<file path="config.mk">
export PLATFORM = sky130hd
export DESIGN_NAME = lane_scroll_renderer
export DESIGN_NICKNAME = d
export VERILOG_FILES = /design/src/rtl/lane_scroll_renderer.sv
export SDC_FILE = /design/constraint.sdc
export NUM_CORES = 1
export LEC_CHECK = 0
export BUFFER_PORTS_ARGS = -buffer_cell sky130_fd_sc_hd__buf_2
export CAP_MARGIN = 20
export CORE_MARGIN = 2
export CORE_UTILIZATION = 25
export CTS_BUF_LIST = sky130_fd_sc_hd__clkbuf_8 sky130_fd_sc_hd__clkbuf_16
export DETAILED_ROUTE_END_ITERATION = 8
export GPL_ROUTABILITY_DRIVEN = 1
export GPL_TIMING_DRIVEN = 0
export SETUP_SLACK_MARGIN = 0.3
export SLEW_MARGIN = 30
export SYNTH_ARGS = -nofsm -noshare
export SYNTH_HDL_FRONTEND = slang
export SYNTH_SLANG_ARGS = --single-unit
</file>
<file path="constraint.sdc">
create_clock -name clock -period 5.2 [get_ports clock]
set_clock_uncertainty 0.05 [all_clocks]
set_input_delay 0.26 -clock clock [delete_from_list [all_inputs] [get_ports clock]]
set_output_delay 0.26 -clock clock [all_outputs]
set_load 0.05 [all_outputs]
</file>
<file path="src/rtl/lane_scroll_renderer.sv">
// Per-pixel lane/object colour generator for the frogger playfield, 1-cycle registered output.
// Optional macro LANE_DIVIDER_EN draws a white divider on the first row of every lane.
module lane_scroll_renderer #(
  parameter int NUM_LANES       = 8,
  parameter int LANE_H          = 60,
  parameter int H_ACTIVE        = 640,
  parameter int OBJ_PERIOD_LOG2 = 7,
  parameter int OBJ_LEN         = 64
) (
  input  logic        clock,
  input  logic        reset,
  input  logic        enable,
  input  logic        frame_tick,
  input  logic [9:0]  next_x,
  input  logic [9:0]  next_y,
  output logic [7:0]  color_out,
  output logic [3:0]  lane_idx,
  output logic [15:0] frame_count
);

  localparam int P = OBJ_PERIOD_LOG2;

  localparam logic [7:0] COL_CAR   = 8'b11100000;
  localparam logic [7:0] COL_ROAD  = 8'b01001001;
  localparam logic [7:0] COL_LOG   = 8'b10001000;
  localparam logic [7:0] COL_WATER = 8'b00000011;

  logic [P-1:0] offset_q [NUM_LANES];
  logic [P-1:0] offset_d [NUM_LANES];
  logic [15:0]  frame_count_q, frame_count_d;
  logic [7:0]   color_q, color_d;
  logic [3:0]   lane_q, lane_d;

  logic         in_lane;
  logic         odd_lane;
  logic [P-1:0] sel_off;
  logic [P-1:0] pos;
`ifdef LANE_DIVIDER_EN
  logic         first_row;
`endif

  // Lane i scrolls by (i mod 4)+1 pixels per accepted tick; offsets wrap at the pattern period.
  always_comb begin
    frame_count_d = frame_count_q;
    for (int i = 0; i < NUM_LANES; i++) offset_d[i] = offset_q[i];
    if (frame_tick && enable) begin
      frame_count_d = frame_count_q + 16'd1;
      for (int i = 0; i < NUM_LANES; i++) offset_d[i] = offset_q[i] + P'(i % 4 + 1);
    end
  end

  always_comb begin
    lane_d   = 4'hF;
    in_lane  = 1'b0;
    odd_lane = 1'b0;
    sel_off  = '0;
`ifdef LANE_DIVIDER_EN
    first_row = 1'b0;
`endif
    for (int i = 0; i < NUM_LANES; i++) begin
      if (int'(next_y) >= i * LANE_H && int'(next_y) < (i + 1) * LANE_H) begin
        lane_d   = 4'(i);
        in_lane  = 1'b1;
        odd_lane = (i % 2) == 1;
        sel_off  = offset_q[i];
`ifdef LANE_DIVIDER_EN
        first_row = int'(next_y) == i * LANE_H;
`endif
      end
    end
  end

  // Roads move right (subtract offset), water moves left (add offset).
  always_comb begin
    pos     = odd_lane ? (next_x[P-1:0] + sel_off) : (next_x[P-1:0] - sel_off);
    color_d = 8'h00;
    if (in_lane && int'(next_x) < H_ACTIVE) begin
      if (odd_lane) color_d = (int'(pos) < OBJ_LEN) ? COL_LOG : COL_WATER;
      else          color_d = (int'(pos) < OBJ_LEN) ? COL_CAR : COL_ROAD;
`ifdef LANE_DIVIDER_EN
      if (first_row) color_d = 8'hFF;
`endif
    end
  end

  always_ff @(posedge clock or posedge reset) begin
    if (reset) begin
      for (int i = 0; i < NUM_LANES; i++) offset_q[i] <= '0;
      frame_count_q <= '0;
      color_q       <= '0;
      lane_q        <= 4'hF;
    end else begin
      for (int i = 0; i < NUM_LANES; i++) offset_q[i] <= offset_d[i];
      frame_count_q <= frame_count_d;
      color_q       <= color_d;
      lane_q        <= lane_d;
    end
  end

  assign color_out   = color_q;
  assign lane_idx    = lane_q;
  assign frame_count = frame_count_q;

endmodule

</file>
# --- Word-level counts from Yosys, hierarchy flattened ---
# Index checks and enable logic that the tools add are counted.
totals:
  regBits: 84
  elab_cells: 84
op_classes:
  add_sub_neg: 11
  n_lt_le_gt_ge: 17
  muxes: 36
  n_reduce_logical: 9
ops:
  columns: ["operator", "count"]
  rows:
  - ["$mux W7", 9]
  - ["$lt A10 B9 Y1 const B", 4]
  - ["$mux W4", 8]
  - ["$mux W8", 4]
  - ["$ge A10 B9 Y1 const B", 3]
  - ["$add A7 B2 Y7 const B", 4]
  - ["$ge A10 B8 Y1 const B", 2]
  - ["$lt A10 B8 Y1 const B", 2]
  - ["$add A16 B1 Y16 const B", 1]
  - ["$mux W1", 15]
  - ["$add A7 B1 Y7 const B", 2]
  - ["$add A7 B3 Y7 const B", 2]
  - ["$ge A10 B6 Y1 const B", 1]
  - ["$ge A10 B7 Y1 const B", 1]
  - ["$lt A10 B10 Y1 const B", 1]
  - ["$lt A10 B6 Y1 const B", 1]
  - ["$lt A10 B7 Y1 const B", 1]
  - ["$logic_and A1 B1 Y1", 9]
  - ["$add A7 B7 Y7", 1]
  - ["$lt A7 B7 Y1 const B", 1]
  - ["$sub A7 B7 Y7", 1]

# --- Longest topological paths before layout ---
# Gate-level depths: netlist of the first run.
logic_depth:
  depth_word: 15
  ltp_mapped: 21

# --- Least setup slack after synthesis of the first run ---
# No wires, ideal clock.
synth_path:
  path_type: "input-to-reg"
  from: "in next_y[4]"
  to: "reg color_q[3] (netlist: color_out[3])"
  setup_ps: 120
  t_arrival_ps: 4002
  setup_slack_ps: 1028
  stages: 21
  path_buffers: 1
  cell_sequence: "buf_2 and3_2 a32o_1 and2_4 a222oi_1 a211o_1 ha_1 nand4_1 nor2_1 nor2_1 xnor2_1 ha_1 a22o_1 nor4_1 and2_1 a211oi_1 xor2_1 or3_4 and2_1 ha_1 and3_1"
synth_between:
  elab_chain_cells: 15
  elab_cells_between_ends: 54
synth_rtl:
  columns: ["item", "line", "text"]
  rows:
  - ["from (decl)", "15", "input logic [9:0] next_y,"]
  - ["$lt A10 B6 Y1, or another cell as far along", "61", "if (int'(next_y) >= i * LANE_H && int'(next_y) < (i + 1) * LANE_H) begin"]
  - ["$mux W7 / $logic_and A1 B1 Y1 (equally long branches)", "61", null]
  - ["$mux W7 (7 in series)", "61", null]
  - ["$sub A7 B7 Y7 / $add A7 B7 Y7 (equally long branches)", "75", "pos = odd_lane ? (next_x[P-1:0] + sel_off) : (next_x[P-1:0] - sel_off);"]
  - ["$mux W7", "75", null]
  - ["$lt A7 B7 Y1", "78, 79", null]
  - ["$mux W8, on equally long branches", "79, 78", null]
  - ["$mux W8", "78", "if (odd_lane) color_d = (int'(pos) < OBJ_LEN) ? COL_LOG : COL_WATER;"]
  - ["$mux W8 (*)", "77", "if (in_lane && int'(next_x) < H_ACTIVE) begin"]
  - ["via color_d[3]", "31", "logic [7:0] color_q, color_d;"]
  - ["to (signal assigned)", "95", "color_q <= color_d;"]
  - ["to (decl)", "31", null]
# Mark *: on every way through the listed nets, which the timed path passes. The rest lies on a longest branch.
# A chain may end at the register's enable or synchronous reset.

# --- Worst setup path after layout of the first run ---
# Ends and elaborated chain as after synthesis.

==> run_results.csv, run 1 <==
group,metric,value,unit
drt,firstDrtPassIters,4,
drt,drt_iter0_markers,331,
clock_network,cts_resized,0,
sta,setup_tns,0,ps
sta,relSlewSlack,61.1,%
drt,ant_nets,0,
placement,io_buffers,46,
drt,viasPerCell,4.68,
logic_synthesis,synth-edff-count,0,
placement,dpl_worst_slack,337,ps
run_status,outcome,"complete, no violations",
logic_synthesis,yosysUniqueCellTypes,80,
power_and_ir_drop,power_frac_comb,29.2,%
power_and_ir_drop,p_int,0.00147,W
logic_synthesis,synth_cells,399,
worst_setup_path,required,5380,ps
clock_network,cts_setup_buffers,0,
clock_network,worstSkewPairLatency,340,ps
power_and_ir_drop,leakagePower,2.21,nW
clock_network,cts_buffer_depth,2,
clock_network,h-tree-depth,3,
global_routing,grt_pass1_wl,16.9,mm
global_routing,grt_pass1_vias,3167,
floorplan,die_h,134,um
logic_synthesis,netlist.area_leader.share,42.5,%
drt,num_vias,3203,
logic_synthesis,ys_seq_area_share,45.0,%
placement,finalWeightedCongestion,0.891,
global_routing,antenna_found_initial,0,
placement,dp_hpwl,7.94,mm
final_layout,nets,499,
logic_synthesis,netlist.top_cell.by_area,"dfrtp_1",
global_routing,gr-total-overflow,0,
power_and_ir_drop,power.share.clock,27.6,%
final_layout,register_area,1910,um2
global_routing,met2_usage,17.3,%
floorplan,ios,52,
floorplan,coreArea,16600,um2
clock_network,tritoncts,"built",
min_path,hold_class,"in -> reg",
final_layout,area_growth_syn_to_layout,20.3,%
power_and_ir_drop,peakVddDrop,0.000158,V
global_routing,grt_busiest_layer,"met2",
final_layout,multi_input_area,2200,um2
power_and_ir_drop,switching_share,38.8,%
sta,fmax,0.220,GHz
final_layout,final_layout_size_suffix_gt1_share,24.1,%
drt,finalWirelength,10.4,mm
power_and_ir_drop,p_per_area,471,nW/um2
drt,wl_per_cell,15.2,um
floorplan,rows,47,
worst_setup_path,end_kind,"flop",
worst_setup_path,crit_type,"in -> reg",
sta,tightestPinTransition,584,ps
clock_network,cts_root_buffer,"clkbuf_16",
global_routing,grt_max_degree,46,
logic_synthesis,synth_common_cells,"72 x dfrtp_1, 53 x xnor2_1, 50 x nand2_1, 22 x nand4_1, 22 x nor2_1",
logic_synthesis,ys_warn_count,0,
global_routing,gr-usage-met3,3.02,%
clock_network,cts_sinks,76,
sta,setup_slack,651,ps
run,drv_cap,0,
worst_setup_path,cp-start-kind,"input pin",
power_and_ir_drop,power,0.00240,W
sta,timing.final.crit_share,87.5,%
sta,rsz0062_at_grt,"no",
global_routing,grtUsageTotal,12.1,%
logic_synthesis,netlist_top_cells_area,"dfrtp_1 43%, xnor2_1 11%, ha_1 4.7%",
worst_setup_path,worstPathArrival,4730,ps
clock_network,clk_pin_slew,70,ps
sta,drv_slew,0,
logic_synthesis,synth.most_common_cell,"dfrtp_1",
logic_synthesis,synth_ff_type,"dfrtp_1",
worst_setup_path,cp_max_fo,10,
logic_synthesis,synthArstFlopShare,100,%
floorplan,die_area,18000,um2
logic_synthesis,synth_area,4240,um2
sta,finalSetupViolations,0,
logic_synthesis,ys_seq_elements,76,
logic_synthesis,avgSynthCellArea,10.6,um2
final_layout,fillers,1737,
floorplan,start_util,25.5,%
sta,hold_viol_final,0,
global_routing,gr-usage-met1,17.0,%
power_and_ir_drop,p_sw,0.000930,W
sta,fin_crit,4550,ps
drt,drc,0,
floorplan,die_w,134,um
final_layout,antenna_cells,0,
clock_network,numCtsBuffers,9,
power_and_ir_drop,power.share.sequential,43.3,%
[registers in the layout (all words and copies together) (netlist names)]
signal	count
color_out	6
frame_count	16
lane_idx	4
offset_q	50
[power by group through the flow]
stage | sequential, W | combinational [W] | clock (W)
6_report | 0.00104 | 0.000700 | 0.000662
3_5_place_dp | 0.00104 | 0.000700 | 0
2_1_floorplan | 0.00107 | 0.000444 | 0
5_1_grt | 0.00107 | 0.000781 | 0.000701
3_3_place_gp | 0.00103 | 0.000677 | 0
4_1_cts | 0.00103 | 0.000705 | 0.000678
[worst max-delay path: stages]
cell and delay [ps]:
buf_2 110, buf_2 180, and3_2 250, a32o_1 320, and2_4 200, a222oi_1 340, a211o_1 260, ha_1 200
nand4_1 110, nor2_1 120, nor2_1 60, xnor2_1 180, ha_1 270, a22o_1 200, nor4_1 280, and2_1 190
a211oi_1 50, xor2_1 190, or3_4 390, and2_1 150, ha_1 260, and3_1 140
[final timing paths]
kind | start | end | slack (ps) | cells after the start
max in group asynchronous | reset | offset_q[46] | 4040 | 4
worst min register to register | offset_q[48] | offset_q[48] | 420 | 1
worst max-delay path | next_y[4] | color_out[3] | 650 | 22
worst min-delay path | next_y[9] | lane_idx[3] | 200 | 3
min in group asynchronous | reset | color_out[0] | 470 | 3
worst max register to register | offset_q[50] | color_out[3] | 1160 | 17
[area by class of cell]
cell class	instances	share of cell area [%]
Clock inverter	7	1.82
Clock buffer	9	4.42
Sequential cell	76	37.4
Timing Repair Buffer	48	5.11
Multi-Input combinational cell	299	43.2
Buffer	13	1.67
Inverter	12	0.933
Tap cell	220	5.40
[stage by stage]
step                util (%)  cell area [um2]  hold WS (ps)  std cells
floorplan                  -             4240           332        400
global placement        28.6             4750           406        666
detailed placement      28.8             4770           313        667
CTS                     30.7             5100           191        684
global route            30.7             5100           234        684
finish                  30.7             5100           204        684
[routing by layer]
layer  routed length, um  up-vias
met5                   0        -
met4                 281        0
met3                 607       19
met2                4450       97
met1                5080     1532
li1                    -     1555
[cells by family after synthesis]
family	share of synthesized area (%)
other cells	0.0885
simple gates	20.8
compound gates	12.1
xor+xnor	13.2
fa+ha+maj	4.96
buf+inv	3.07
flops	45.0
mux	0.738
[placed cells by master (no fill, tap or decap), types with 3 or more instances in the layout]
cell,synthesis,final
a21oi_1,6,6
a221oi_2,4,4
a32o_1,3,3
and2_1,4,4
and3_1,6,6
buf_2,2,48
buf_4,3,3
buf_6,3,3
clkbuf_1,3,3
clkbuf_16,0,9
dfrtp_1,72,72
dfstp_2,4,4
ha_1,16,16
inv_1,11,10
nand2_1,50,50
nand3_1,13,13
nand4_1,22,22
nor2_1,22,22
nor3_1,3,3
nor4_1,3,3
o211ai_1,5,5
o21ai_0,5,5
or2_2,8,8
xnor2_1,53,53
xor2_1,11,11
[what timing repair did]
action,in CTS,in global routing
hold endpoints to repair,40,0
hold buffers,1,0
endpoints found under the setup margin,0,0
Note: power is estimated with default switching activity, not from simulation.
==> inputs of run 2 (changes only) <==
CELL_PAD_IN_SITES_DETAIL_PLACEMENT = 0   (was default)
CELL_PAD_IN_SITES_GLOBAL_PLACEMENT = 1   (was default)
GPL_ROUTABILITY_DRIVEN = default   (was 1)
PLACE_DENSITY_LB_ADDON = 0.1   (was default)
==> run_results.csv, run 2 (synthesized netlist as in run 1, its figures left out) <==
group,metric,value,unit
run_status,outcome,"complete, no violations",
final_layout,area_growth_syn_to_layout,20.8,%
worst_setup_path,critical_path.slowest_cell,"a222oi_1",
sta,hold_viol_final,0,
worst_setup_path,worstPathCellList,"buf_2, buf_2, and3_2, a32o_1, and2_4, a222oi_1, a211o_1, ha_1, nand4_1, nor2_1, nor2_1, xnor2_1, ha_1, a22o_1, nor4_1, and2_1, a211oi_1, xor2_1, or3_4, and2_1, ha_1, and3_1",
global_routing,gr-total-overflow,0,
sta,fin_crit,4490,ps
worst_setup_path,cp-start-kind,"input pin",
final_layout,instances_no_fill,684,
placement,place_area,4780,um2
worst_setup_path,end_kind,"flop",
worst_setup_path,crit_type,"in -> reg",
placement,dp_hpwl,8.81,mm
sta,fmax,0.223,GHz
floorplan,die_area,18000,um2
placement,io_buffers,46,
drt,firstDrtPassIters,4,
global_routing,grt_max_degree,62,
drt,drt_iter0_markers,167,
run,drv_cap,0,
power_and_ir_drop,p_per_area,475,nW/um2
final_layout,layout_common_cells,"72 x dfrtp_1, 53 x xnor2_1, 50 x nand2_1",
drt,num_vias,3194,
final_layout,final_common_cell,"dfrtp_1",
global_routing,grtUsageTotal,14.0,%
worst_setup_path,worstPathArrival,4670,ps
final_layout,final_layout_size_suffix_gt1_share,23.9,%
clock_network,cts_sinks,76,
worst_setup_path,cp_max_fo,10,
clock_network,h-tree-depth,3,
drt,finalWirelength,11.7,mm
global_routing,grt_pass1_vias,3235,
worst_setup_path,path_buf_inv,2,
final_layout,nets,499,
floorplan,ios,52,
worst_setup_path,path_common_cell,"ha_1",
clock_network,cts_root_buffer,"clkbuf_16",
placement,finalWeightedCongestion,0.774,
floorplan,start_util,25.5,%
final_layout,regMostFlops,"offset_q",
drt,drc,0,
clock_network,cts_resized,0,
final_layout,antenna_cells,0,
drt,wl_per_cell,17.2,um
clock_network,tritoncts,"built",
final_layout,fin_area,5120,um2
power_and_ir_drop,peakVddDrop,0.000221,V
sta,rsz0062_at_grt,"no",
final_layout,largest_reg_flops,50,
worst_setup_path,cp_top_family,"simple AND/OR/NAND/NOR gates",
final_layout,fillers,1782,
clock_network,numCtsBuffers,9,
floorplan,die_w,134,um
drt,viasPerCell,4.67,
sta,relSlewSlack,56.2,%
drt,ant_nets,0,
worst_setup_path,max_stage_delay,400,ps
global_routing,grt_pass1_wl,18.9,mm
power_and_ir_drop,leakagePower,2.23,nW
placement,dp_cells,667,
floorplan,die_h,134,um
sta,timing.final.crit_share,86.3,%
clock_network,worstSkewPairLatency,350,ps
floorplan,coreArea,16600,um2
floorplan,rows,47,
min_path,hold_class,"in -> reg",
sta,setup_tns,0,ps
sta,drv_slew,0,
sta,tightestPinTransition,658,ps
power_and_ir_drop,power,0.00243,W
sta,finalSetupViolations,0,
clock_network,cts_buffer_depth,2,
worst_setup_path,required,5380,ps
global_routing,antenna_found_initial,0,
clock_network,clk_pin_slew,70,ps
==> run 2: changes by cell type in the layout (fill, tap and decap cells not counted), sizes merged <==
cell	change
clkbuf	+1
bufinv	+1
clkinv	+1
inv	-2
clkinvlp	-1
==> run 2: cell type report <==
cell class / count / area [um2] / area share [%]
multi-input cells: 299 / 2200 / 43.1
flip-flops and latches: 76 / 1910 / 37.3
well taps: 220 / 275 / 5.38
repair buffers: 48 / 268 / 5.23
clock buffers: 10 / 239 / 4.67
clock inverters: 6 / 88.8 / 1.74
plain buffers: 13 / 85.1 / 1.66
inverters: 12 / 50.0 / 0.978
==> run 2: tightest hold or removal path, cell delays in order <==
cell      delay (ps)
buf_2            140
a311oi_1          60
nor2_1            80
==> run 2: per-layer routing <==
layer | GRT usage (%) | part of all wire, %
met5 | 0 | 0
met1 | 20.0 | 50
met3 | 3.17 | 4.5
met4 | 5.44 | 2.1
met2 | 20.5 | 44
==> run 2: what timing repair did <==
| action | CTS | global route |
|---|---|---|
| endpoints found under the hold margin | 15 | 0 |
| setup buffers | 0 | 0 |
| hold buffers | 1 | 0 |
==> run 2: final timing paths <==
path / from / to / slack, ps / cells past startpoint
min in group asynchronous: reset / frame_count[5] / 340 / 3
hold reg to reg: frame_count[15] / frame_count[15] / 420 / 1
max in group asynchronous: reset / lane_idx[0] / 4180 / 4
setup reg to reg: offset_q[50] / color_out[3] / 1240 / 17
hold / removal: next_y[9] / lane_idx[1] / 190 / 3
setup / recovery: next_y[4] / color_out[3] / 710 / 22
==> run 2: power breakdown <==
group	total [W]	leakage [nW]	internal (W)	switching [W]
clock	0.000696	0.160	0.000433	0.000263
combinational	0.000691	1.11	0.000298	0.000393
sequential	0.00105	0.962	0.000787	0.000258
total	0.00243	2.23	0.00152	0.000914
==> run 2: per-stage QoR <==
stage	setup WS, ps	util [%]	hold slack [ps]
after floorplan	1030	-	332
after global placement	342	28.6	406
after detailed placement	333	28.8	153
after CTS	670	30.9	174
after global routing	412	30.9	187
final	712	30.9	185
==> inputs of run 3 (changes only) <==
ABC_AREA = 1   (was default)
BUFFER_PORTS_ARGS = default   (was -buffer_cell sky130_fd_sc_hd__buf_2)
DONT_BUFFER_PORTS = 1   (was default)
clock period = 5.71 ns   (was 5.2 ns; I/O delays follow)
==> run_results.csv, run 3 <==
group,metric,value,unit
logic_synthesis,synth_xor_xnor_area_share,11.7,%
worst_setup_path,worstPathArrival,3670,ps
sta,setup_tns,0,ps
clock_network,tritoncts,"built",
sta,tightestPinTransition,819,ps
final_layout,largest_reg_flops,50,
sta,rsz0062_at_grt,"no",
floorplan,coreArea,16600,um2
placement,dp_cells,743,
placement,place_area,4580,um2
clock_network,cts_root_buffer,"clkbuf_16",
logic_synthesis,netlist_top_cells_area,"dfrtp_1 42%, nand2_1 11%, xor2_1 7.8%",
final_layout,final_layout_size_suffix_gt1_share,8.52,%
placement,dpl_worst_slack,1840,ps
logic_synthesis,ys_warn_count,0,
final_layout,multi_input_area,2060,um2
drt,wl_per_cell,14.7,um
worst_setup_path,end_kind,"flop",
logic_synthesis,yosysUniqueCellTypes,36,
sta,relSlewSlack,45.4,%
sta,timing.final.crit_share,61.0,%
final_layout,nets,575,
logic_synthesis,netlist.area_leader.share,42.2,%
floorplan,rows,47,
floorplan,die_w,135,um
global_routing,grt_pass1_wl,18.2,mm
power_and_ir_drop,peakVddDrop,0.000214,V
drt,firstDrtPassIters,4,
sta,fmax,0.287,GHz
floorplan,ios,52,
floorplan,die_area,18100,um2
global_routing,grtUsageTotal,13.3,%
final_layout,fillers,1795,
final_layout,instances_no_fill,760,
clock_network,cts_setup_buffers,0,
floorplan,start_util,25.6,%
logic_synthesis,synth_ff_type,"dfrtp_1",
placement,finalWeightedCongestion,0.769,
drt,viasPerCell,4.36,
floorplan,die_h,135,um
sta,setup_slack,2230,ps
global_routing,gr-total-overflow,0,
power_and_ir_drop,p_per_area,466,nW/um2
global_routing,antenna_found_initial,0,
logic_synthesis,synth-edff-count,0,
min_path,hold_class,"in -> reg",
final_layout,antenna_cells,0,
clock_network,cts_buffer_depth,2,
worst_setup_path,required,5890,ps
logic_synthesis,synth_top_family_by_area,"simple AND/OR/NAND/NOR gates",
logic_synthesis,synth.mux.area_fraction,0,%
final_layout,layout_common_cells,"122 x nand2_1, 72 x dfrtp_1, 63 x inv_1",
worst_setup_path,cp-start-kind,"input pin",
logic_synthesis,synth_area,4270,um2
clock_network,cts_sinks,76,
drt,num_vias,3310,
run,drv_cap,0,
logic_synthesis,avgSynthCellArea,8.19,um2
worst_setup_path,cp_max_fo,10,
logic_synthesis,ys_seq_elements,76,
run_status,outcome,"complete, no violations",
final_layout,register_area,1910,um2
logic_synthesis,synth_compound_area_share,4.05,%
drt,drc,0,
logic_synthesis,synth_common_cells,"122 x nand2_1, 72 x dfrtp_1, 63 x inv_1, 54 x nor2_1, 48 x nand3_1",
clock_network,numCtsBuffers,9,
final_layout,final_common_cell,"nand2_1",
worst_setup_path,crit_type,"in -> reg",
global_routing,grt_max_degree,64,
logic_synthesis,synth.most_common_cell,"nand2_1",
sta,finalSetupViolations,0,
logic_synthesis,synthSimpleGateAreaFrac,27.8,%
final_layout,area_growth_syn_to_layout,15.1,%
final_layout,fin_area,4910,um2
final_layout,regMostFlops,"offset_q",
logic_synthesis,netlist.top_cell.by_area,"dfrtp_1",
logic_synthesis,ys_seq_area_share,44.7,%
drt,drt_iter0_markers,202,
clock_network,worstSkewPairLatency,350,ps
sta,drv_slew,0,
clock_network,clk_pin_slew,60,ps
power_and_ir_drop,leakagePower,2.45,nW
drt,ant_nets,0,
clock_network,h-tree-depth,3,
logic_synthesis,synth_cells,521,
global_routing,grt_pass1_vias,3325,
logic_synthesis,synth_fa_ha_area_share,4.69,%
sta,hold_viol_final,0,
final_layout,fin_util,29.5,%
drt,finalWirelength,11.2,mm
logic_synthesis,synthArstFlopShare,100,%
placement,dp_hpwl,8.40,mm
placement,io_buffers,0,
sta,fin_crit,3480,ps
-- run 3: cell families after synthesis --
kind of cell | count (synthesis)
AND/OR/NAND/NOR | 269
flip-flops | 76
buffers and inverters | 75
XOR/XNOR | 57
AO/OA/AOI/OAI | 27
adder cells (fa/ha/maj) | 16
other | 1
-- run 3: stage by stage --
step | hold WS, ps | total power [W]
after floorplan | 365 | 0.00148
after CTS | 29.8 | 0.00232
final | 37.7 | 0.00229
after detailed placement | 33.1 | 0.00167
after global placement | 398 | 0.00166
after global routing | 46.8 | 0.00248
-- run 3: final cells by class --
type                    instances  share of cell area (%)
plain buffers                   9                    1.07
clock buffers                   9                    4.58
clock inverters                 7                    2.01
inverters                      66                    5.14
multi-input cells             371                    42.0
flip-flops and latches         76                    38.8
well taps                     220                    5.60
repair buffers                  2                   0.764
-- run 3: timing repair --
action,CTS,global route
hold buffers,1,0
endpoints found under the hold margin,75,0
gates resized for setup,0,0
-- run 3: worst max-delay path, stage by stage --
cell and delay [ps]:
buf_4 130, nand2_2 90, o21ai_2 460, nand2_1 250, o2111ai_1 210, nand2_1 90, nand2_1 70, nand2_1 90
ha_1 250, nand3_1 110, nand2_1 70, xor2_1 190, ha_1 260, nand2_1 80, nor2_1 50, a211oi_1 240
nand2_1 90, nand2_1 80, nand2_1 50, nand2_1 80, nand2_2 70, ha_1 260, inv_1 50, nor2_1 40
-- run 3: metal layers --
layer  global-route usage [%]  vias up  part of all wire, %  routed length, um
met5                        0        -                    0                  0
met4                     4.21        0                  1.4                157
met3                     3.45        9                  5.0                554
met2                     20.0       67                   45               4990
met1                     18.6     1553                   49               5450
li1                         -     1681                    -                  -
-- run 3: where the power goes --
group          internal, W  total [W]  switching [W]
combinational     0.000250   0.000605       0.000355
sequential        0.000736    0.00105       0.000310
clock             0.000386   0.000637       0.000251
-- run 3: final timing paths --
check                                  start           end  slack, ps  depth (start not counted)
worst max-delay path               next_y[5]  color_out[3]       2230                         24
worst min-delay path               next_y[9]   lane_idx[3]         40                          2
worst max register to register  offset_q[35]  color_out[3]       2590                         21
worst min register to register   offset_q[6]   offset_q[6]        420                          1
max in group asynchronous              reset   lane_idx[1]       4720                          3
min in group asynchronous              reset  color_out[6]        300                          2
